--- config.mk ---
export PLATFORM = sky130hd
export DESIGN_NAME = seg7_scan2
export DESIGN_NICKNAME = d
export VERILOG_FILES = /design/src/rtl/seg7_scan2.sv
export SDC_FILE = /design/constraint.sdc
export NUM_CORES = 1
export LEC_CHECK = 0
export ABC_CLOCK_PERIOD_IN_PS = 2100
export CORE_MARGIN = 10
export CORE_UTILIZATION = 46
export DETAILED_ROUTE_END_ITERATION = 10
export MAX_ROUTING_LAYER = met4
export PLACE_DENSITY = 0.79
export SETUP_SLACK_MARGIN = 0.1
export SLEW_MARGIN = 10
export SYNTH_ARGS = -nofsm -noshare
export SYNTH_HDL_FRONTEND = slang
export SYNTH_SLANG_ARGS = --single-unit
--- constraint.sdc ---
create_clock -name CLK -period 2.1 [get_ports CLK]
set_input_delay 0.42 -clock CLK [delete_from_list [all_inputs] [get_ports CLK]]
set_output_delay 0.42 -clock CLK [all_outputs]
set_load 0.005 [all_outputs]
--- src/rtl/seg7_scan2.sv ---
// Two-digit multiplexed 7-seg driver: snapshots BCD digits once per frame,
// scans ones/tens with a blank gap cycle before each digit.
// Ports: CLK, RST (sync, active-high), IN1/IN10 BCD digits, BLANK_LZ,
//        SEG {g..a}, DIG one-hot enables (bit0 ones), FRAME end-of-frame pulse.
module seg7_scan2 #(
  parameter int DIV = 4
) (
  input  logic       CLK,
  input  logic       RST,
  input  logic [3:0] IN1,
  input  logic [3:0] IN10,
  input  logic       BLANK_LZ,
  output logic [6:0] SEG,
  output logic [1:0] DIG,
  output logic       FRAME
);

  localparam int CW = (DIV <= 2) ? 1 : $clog2(DIV);
  localparam logic [CW-1:0] LAST = CW'(DIV - 1);

  typedef enum logic {ONES, TENS} st_t;

  st_t           r_st;
  logic [CW-1:0] r_cnt;
  logic [3:0]    r_sh1;
  logic [3:0]    r_sh10;
  logic          r_shlz;

  logic          w_wrap;
  logic          w_gap;
  logic          w_lz;
  logic [3:0]    w_digit;

  function automatic logic [6:0] dec(input logic [3:0] d);
    logic [6:0] s;
    unique case (d)
      4'd0:    s = 7'h3F;
      4'd1:    s = 7'h06;
      4'd2:    s = 7'h5B;
      4'd3:    s = 7'h4F;
      4'd4:    s = 7'h66;
      4'd5:    s = 7'h6D;
      4'd6:    s = 7'h7D;
      4'd7:    s = 7'h07;
      4'd8:    s = 7'h7F;
      4'd9:    s = 7'h6F;
      default: s = 7'h40;
    endcase
    return s;
  endfunction

  assign w_wrap = (r_cnt == LAST);

  always_ff @(posedge CLK) begin
    if (RST) begin
      r_cnt  <= '0;
      r_st   <= ONES;
      r_sh1  <= '0;
      r_sh10 <= '0;
      r_shlz <= 1'b0;
    end else begin
      if (w_wrap) begin
        r_cnt <= '0;
        r_st  <= (r_st == ONES) ? TENS : ONES;
      end else begin
        r_cnt <= r_cnt + 1'b1;
      end
      // Both digits captured on one edge so a pair is never torn.
      if (w_wrap && r_st == TENS) begin
        r_sh1  <= IN1;
        r_sh10 <= IN10;
        r_shlz <= BLANK_LZ;
      end
    end
  end

  assign w_gap   = (r_cnt == '0);
  assign w_lz    = r_shlz && (r_sh10 == 4'd0);
  assign w_digit = (r_st == ONES) ? r_sh1 : r_sh10;

  always_comb begin
    DIG = 2'b00;
    SEG = 7'h00;
    if (!w_gap) begin
      if (r_st == ONES) begin
        DIG = 2'b01;
        SEG = dec(w_digit);
      end else if (!w_lz) begin
        DIG = 2'b10;
        SEG = dec(w_digit);
      end
    end
  end

  assign FRAME = (r_st == TENS) && w_wrap;

endmodule

== Yosys cells after proc, flatten, opt, wreduce, memory -nomap -nowiden ==
Memories as Yosys holds them, arrays and structs flattened.
Index checks and enable logic that the tools add are counted.

* Register bits: 12
* Bits in latches: 0
* RAM bits: 0
* Memory bits (read-only): 224
* Memories kept: 2

* Add/subtract/negate cells: 1
* Multipliers: 0
* Divide/modulo/power cells: 0
* $lt $le $gt $ge: 0
* Eq/ne operators: 1
* Shifts and indexed selects: 0
* Muxes and demuxes: 8
* Bitwise gates (word level): 0
* Reductions and logical operators: 5

{| class="wikitable"
|+ Memories
! name !! words !! bits a word !! rd ports !! clocked after Yosys merged registers in !! write ports !! line !! text
|-
| (name not given) || 16 || 7 || 1 || 0 || 0 || 36 || <nowiki>unique case (d)</nowiki>
|-
| (name not given) || 16 || 7 || 1 || 0 || 0 || 36 ||
|}

{| class="wikitable"
|+ Operator list
! kind !! number
|-
| $mux 7 || 3
|-
| $mux 2 || 3
|-
| $logic_not 4->1 || 1
|-
| $mux 4 || 1
|-
| $add 2x1->2 const B || 1
|-
| $eq 2x2->1 const B || 1
|-
| $logic_and 1x1->1 || 2
|-
| $logic_not 2->1 || 1
|-
| $reduce_or 2->1 || 1
|-
| $mux 1 || 1
|}

== Depth between registers and ports, before layout ==
Gate-level depths: netlist of the first run.

* Depth after elaboration: 5
* Depth in mapped cells: 9
* Mapped depth without buffers: 7

== Least setup slack after synthesis of the first run ==
OpenSTA, ideal clock, no wires.

* Kind: reg2out
* From: reg r_st
* To: out SEG[6]
* Arrival: 1.600 ns
* Required time: 1.680 ns
* Path slack: 0.080 ns
* Cell stages (with the launch flop): 10
* Path buffers: 2
* Cells stage by stage: dfxtp_1 > buf_6 > buf_6 > mux2i_1 > inv_1 > ha_1 > inv_1 > a21oi_1 > a21o_1 > a21boi_0

* Cells in the longest elaborated chain, start to end: 5
* Elaborated cells on any way between the ends: 6
* Classes of those cells: mux: 4; memory: 2

{| class="wikitable"
|+ RTL lines
! item !! line !! text
|-
| start, declared || 23 || <nowiki>st_t r_st;</nowiki>
|-
| start signal, assigned || 64 || <nowiki>r_st <= (r_st == ONES) ? TENS : ONES;</nowiki>
|-
| $mux 4 || 79 || <nowiki>assign w_digit = (r_st == ONES) ? r_sh1 : r_sh10;</nowiki>
|-
| $mem_v2 16x7 || n/a ||
|-
| $mux 7 || 88 || <nowiki>end else if (!w_lz) begin</nowiki>
|-
| $mux 7 * || 85 || <nowiki>if (r_st == ONES) begin</nowiki>
|-
| $mux 7 * || 84 || <nowiki>if (!w_gap) begin</nowiki>
|-
| end, declared || 13 || <nowiki>output logic [6:0] SEG,</nowiki>
|}

Every way passes the cells marked *; elsewhere a longest branch is shown, timed or not.

== Worst setup path after layout of the first run ==
* From: reg r_st
* To: out SEG[4]

Same word-level chain as after synthesis.

==> flow_metrics.py, run 1 <==
metrics = {
    "run_status": {
        "outcome": "finished with violations",
        "violations": "setup timing",
    },
    "final_layout": {
        "layout-drive-gt1-share_pct": 40.00,
        "layout_commonest_cell": "buf_4",
        "antenna_cells": 0,
        "final_nets": 159,
        "layout_common_cells": "22 x buf_4, 21 x nand2_1, 13 x a21oi_1",
        "layoutNonFillerInstCount": 165,
        "syn_to_final_growth_pct": 54.31,
        "nFillCells": 124,
    },
    "flow_run": {
        "cap_violations": 0,
    },
    "detailed_routing": {
        "drtAntennaViolNets": 0,
        "vias_per_cell": 5.200,
        "vias": 858,
        "drc_errors": 0,
        "wl_mm": 2.336,
        "wire_per_inst_um": 14.16,
        "drt_iter0_drc": 21,
        "first_pass_iters": 4,
    },
    "placement": {
        "hpwl_mm": 1.599,
        "place_inst": 153,
        "gp_congestion": 0.8522,
        "portBuffers": 20,
    },
    "logic_synthesis": {
        "synth-seq-cells": 12,
        "avgSynthCellArea_um2": 8.215,
        "syn_area_um2": 813.3,
        "synth_nets": 116,
        "yosys_warnings": 0,
        "ys_types": 31,
        "syn_inst": 99,
        "synth_seq_area_share_pct": 29.54,
    },
    "sta": {
        "setup_viol": 5,
        "slew_viol_final": 0,
        "max_slew_margin_pct": 72.70,
        "setup_slack_ps": -117.2,
        "worst_pin_slew_ps": 408.3,
        "hold_ws_ps": 456.8,
        "skew_ps": 0.9209,
        "period_needed_ps": 2217,
        "fin_crit_sh_pct": 105.6,
        "clock.fmax_mhz": 451.0,
        "hold_viol": 0,
        "rsz0062_at_grt": "true",
    },
    "global_route": {
        "antenna_found_initial": 0,
        "grt_first_pass_wirelength_mm": 3.953,
        "grt_max_degree": 13,
        "track_usage_pct": 14.01,
        "grt_pass1_vias": 906,
        "grt-ovfl-total": 0,
    },
    "worst_setup_path": {
        "critPathLaunchType": "flip-flop",
        "setup.worst_path.end_class": "output port",
        "crit_family": "flip-flops",
        "critPathMaxFanout": 3,
        "cp.required_ps": 1680,
        "cp_slowest_cell": "dfxtp_4",
        "arrival_ps": 1800,
        "slowest_delay_ps": 380,
        "cp_cell_sequence": "mux2i_4 -> inv_2 -> ha_4 -> nand2_2 -> o21ai_1 -> and3_1 -> o31a_1 -> buf_2",
        "criticalPathCategory": "flip-flop to output port",
        "cp_num_buf_inv": 2,
    },
    "clock_network": {
        "cts_max_level": 1,
        "clockBufferDepth": 2,
        "tritoncts": "built",
        "cts_inserted_buffers": 3,
        "cts-root-buf": "clkbuf_4",
        "clk_pin_slew_ps": 60,
        "numClockSinks": 12,
        "postCtsHoldBufs": 0,
        "clk_latency_ps": 260,
    },
    "power": {
        "power_w": 0.0005545,
        "power_density_nw_per_um2": 441.9,
        "vdd_drop_max_v": 0.0003356,
        "leakage_nw": 0.5285,
    },
    "floorplan": {
        "die-area_um2": 3850,
        "die_y_um": 62.05,
        "core_area_um2": 1708,
        "io_pins": 21,
        "rows": 15,
        "start_util_pct": 47.62,
        "dieWidth_um": 62.05,
    },
    "worst_hold_path": {
        "hold_path.class": "flip-flop to flip-flop",
    },
}
==> registers in the layout (all words and copies together), names as in the netlist <==
name and flops:
r_cnt 2, r_sh1 4, r_shlz 1, r_sh10 4, r_st 1
==> final cells by class <==
class | count | area (µm²) | area share [%]
Inverter | 7 | 26.28 | 2.094
Timing Repair Buffer | 43 | 350.3 | 27.92
Clock buffer | 3 | 22.52 | 1.795
Sequential cell | 12 | 244.0 | 19.44
Tap cell | 25 | 31.28 | 2.493
Multi-Input combinational cell | 75 | 580.6 | 46.26
==> synthesized netlist by cell type (all sizes together) <==
cell type	n	area, µm²
a31oi	2	27.53
o211ai	1	7.510
and3	1	6.260
a21oi	16	80.08
nor2	5	18.77
ha	6	75.07
a21o	1	7.510
o31a	1	8.760
nor3	3	15.01
inv	6	22.52
o21ai	1	5.000
nor3b	2	20.02
mux2	1	11.26
xnor2	1	8.760
clkinv	1	3.750
a211oi	1	7.510
o31ai	2	28.78
a21boi	1	7.510
nand2	23	88.84
clkbuf	1	3.750
nor4b	1	23.77
buf	4	38.78
nand2b	2	12.51
dfxtp	12	240.2
mux2i	4	43.79
==> power breakdown <==
group          internal (W)  leakage (nW)  switching (W)  total (W)
logic              0.000105         0.417      0.0000744   0.000179
clock network     0.0000663        0.0138      0.0000668   0.000133
registers          0.000235        0.0980     0.00000732   0.000242
total              0.000406         0.528       0.000148   0.000555
==> metal layers <==
layer  part of all wire (%)  GRT usage, %  vias to the layer above
met4                    2.2         5.732                        0
met5                      0             -                        -
met2                     52         26.32                       37
met3                    6.8         2.642                        9
li1                       -             -                      422
met1                     39         13.75                      390
==> cell families after synthesis <==
logic type / after synthesis / share of synthesized area, %
compound gates: 26 / 22.16
xor+xnor: 1 / 1.077
fa+ha+maj: 6 / 9.231
buf+inv: 12 / 8.460
flops: 12 / 29.54
mux: 5 / 6.769
simple gates: 37 / 22.77
==> per-stage QoR <==
step	instance area (µm²)	setup TNS, ps	util [%]	setup slack (ps)
after floorplan	817.0	0	-	103.1
after global placement	1111	-1220	65.05	-267.0
after detailed placement	1111	-1646	65.05	-373.1
after CTS	1242	-206.3	72.75	-64.13
after global routing	1255	-913.7	73.48	-198.0
final	1255	-396.9	73.48	-117.2
==> timing repair <==
item / CTS / global route
cloned: 0 / 0
endpoints found under the setup margin: 9 / 8
buffers inserted: 9 / 0
pin swaps: 11 / 9
gates resized for setup: 52 / 4
==> worst paths after layout <==
check	from	endpoint	slack (ps)	cells after the start
worst max register to register	r_st	r_sh10[2]	810	7
worst max-delay path	r_st	SEG[4]	-120	8
worst min register to register	r_cnt[0]	r_cnt[0]	460	1
worst min-delay path	r_cnt[0]	r_cnt[0]	460	1
==> worst reg2reg max path: stages (launching register included) <==
cell and delay [ps]:
dfxtp_4 370, buf_4 150, buf_4 150, nand2_4 110, clkinv_1 90, buf_4 170, nand2_1 70, a21oi_1 60
No activity file was read; power rests on OpenSTA's default activity.
==> inputs of run 2 (changes only) <==
--- a/config.mk
+++ b/config.mk
@@ -9,8 +9,9 @@
 export CORE_MARGIN = 10
 export CORE_UTILIZATION = 46
 export DETAILED_ROUTE_END_ITERATION = 10
+export HOLD_SLACK_MARGIN = 0.06
 export MAX_ROUTING_LAYER = met4
-export PLACE_DENSITY = 0.79
+export PLACE_DENSITY = 0.76
 export SETUP_SLACK_MARGIN = 0.1
 export SLEW_MARGIN = 10
 export SYNTH_ARGS = -nofsm -noshare
==> run 2 against run 1 <==
Effect of this change:
- the run still ends with setup timing left
- combinational power shrank 8%
- final cell count shrank 0.61%
- sequential share of layout area grew 0.32 points
- highest routed layer unchanged
- largest cell class unchanged
- fmax grew 1.9%
- total power grew 5.9%
- critical endpoint is now SEG[0]
- clock power grew 36%
- utilization shrank 0.81 points
- non-clock buffer count shrank 2
==> flow_metrics.py, run 2 (synthesis results as in run 1) <==
metrics = {
    "run_status": {
        "outcome": "finished with violations",
        "violations": "setup timing",
    },
    "final_layout": {
        "final_nets": 157,
        "antenna_cells": 0,
        "layoutNonFillerInstCount": 164,
        "finalInstanceArea_um2": 1241,
        "syn_to_final_growth_pct": 52.62,
        "multi_input_area_um2": 563.0,
        "layout-drive-gt1-share_pct": 36.69,
        "layout_common_cells": "22 x nand2_1, 19 x buf_4, 15 x a21oi_1",
        "top_regs": "r_sh10 (4), r_sh1 (4), r_cnt (2)",
        "nFillCells": 132,
        "seq_area_um2": 245.2,
        "layout_commonest_cell": "nand2_1",
    },
    "sta": {
        "setup_slack_ps": -74.83,
        "setup_viol": 5,
        "fin_crit_sh_pct": 103.6,
        "hold_ws_ps": 452.7,
        "clock.fmax_mhz": 459.8,
        "worst_pin_slew_ps": 429.0,
        "rsz0062_at_grt": "true",
        "skew_ps": 7.296,
        "tns_ps": -273.5,
        "period_needed_ps": 2175,
        "slew_viol_final": 0,
        "max_slew_margin_pct": 71.31,
        "hold_viol": 0,
    },
    "detailed_routing": {
        "drc_errors": 0,
        "wire_per_inst_um": 12.83,
        "drtAntennaViolNets": 0,
        "first_pass_iters": 4,
        "wl_mm": 2.104,
        "drt_iter0_drc": 25,
        "vias_per_cell": 4.933,
        "vias": 809,
    },
    "floorplan": {
        "start_util_pct": 47.62,
        "io_pins": 21,
        "rows": 15,
        "die-area_um2": 3850,
        "die_y_um": 62.05,
        "core_area_um2": 1708,
        "dieWidth_um": 62.05,
    },
    "power": {
        "power_density_nw_per_um2": 473.3,
        "vdd_drop_max_v": 0.0003268,
        "leakage_nw": 0.5302,
        "power_w": 0.0005875,
    },
    "worst_setup_path": {
        "r2r_slack_ps": 830,
        "arrival_ps": 1750,
        "r2r_cells": 7,
        "slowest_delay_ps": 380,
        "cp.required_ps": 1680,
        "critPathMaxFanout": 3,
        "cp_num_cells": 7,
        "cp_num_buf_inv": 2,
        "setup.worst_path.end_class": "output port",
        "critPathLaunchType": "flip-flop",
        "criticalPathCategory": "flip-flop to output port",
        "cp_slowest_cell": "dfxtp_4",
        "crit_family": "compound AO/OA/AOI/OAI gates",
        "cp_cell_sequence": "mux2i_2 -> inv_1 -> ha_2 -> o211ai_1 -> o31ai_2 -> a21oi_1 -> buf_2",
    },
    "placement": {
        "portBuffers": 20,
        "hpwl_mm": 1.618,
        "place_inst": 153,
        "gp_congestion": 0.8806,
        "placed_area_um2": 1111,
    },
    "global_route": {
        "antenna_found_initial": 0,
        "top_usage_layer": "met2",
        "grt_use_met1_pct": 12.22,
        "grt_first_pass_wirelength_mm": 3.318,
        "grt-ovfl-total": 0,
        "use_met3_pct": 3.455,
        "grt_pass1_vias": 780,
        "met2_usage_pct": 20.18,
        "grt_max_degree": 13,
        "track_usage_pct": 11.88,
    },
    "worst_hold_path": {
        "hold_path.class": "flip-flop to flip-flop",
        "hold_depth": 1,
    },
    "clock_network": {
        "cts_max_level": 1,
        "clockBufferDepth": 2,
        "cts-root-buf": "clkbuf_4",
        "clk_pin_slew_ps": 80,
        "numClockSinks": 12,
        "clk_latency_ps": 270,
        "cts_inserted_buffers": 3,
        "postCtsHoldBufs": 0,
        "tritoncts": "built",
    },
    "flow_run": {
        "cap_violations": 0,
    },
}
==> run 2: final timing paths <==
check | to | startpoint
setup / recovery | SEG[0] | r_st
hold / removal | r_cnt[0] | r_cnt[0]
setup reg to reg | r_sh10[0] | r_st
hold reg to reg | r_cnt[0] | r_cnt[0]
==> run 2: per-layer routing <==
metal | wire (µm) | share of wire, % | up-vias
met4 | 34 | 1.6 | 0
met5 | 0 | 0 | -
li1 | - | - | 414
met1 | 844 | 40 | 368
met2 | 1074 | 51 | 23
met3 | 150 | 7.1 | 4
==> run 2: layout make-up <==
cell class | instances | area share, %
clock buffers | 4 | 2.923
inverters | 7 | 2.117
flip-flops and latches | 12 | 19.76
multi-input cells | 75 | 45.36
repair buffers | 41 | 27.32
well taps | 25 | 2.520
==> run 2: repair_timing <==
action	in CTS	in global routing
setup endpoints to repair	9	8
buffers inserted	6	1
gates resized for setup	47	6
endpoints found under the hold margin	0	0
cloned	0	0
pin swaps	13	3
==> run 2: metrics by stage <==
stage,utilization [%],setup WS [ps]
after CTS,70.84,-117.3
final,72.67,-74.83
after floorplan,-,103.1
after global placement,65.05,-254.8
after detailed placement,65.05,-323.4
after global routing,72.67,-154.3
==> run 2: power by group <==
group / internal (W) / switching (W)
sequential: 0.000235 / 0.00000671
clock: 0.000105 / 0.0000756
combinational: 0.0000958 / 0.0000694
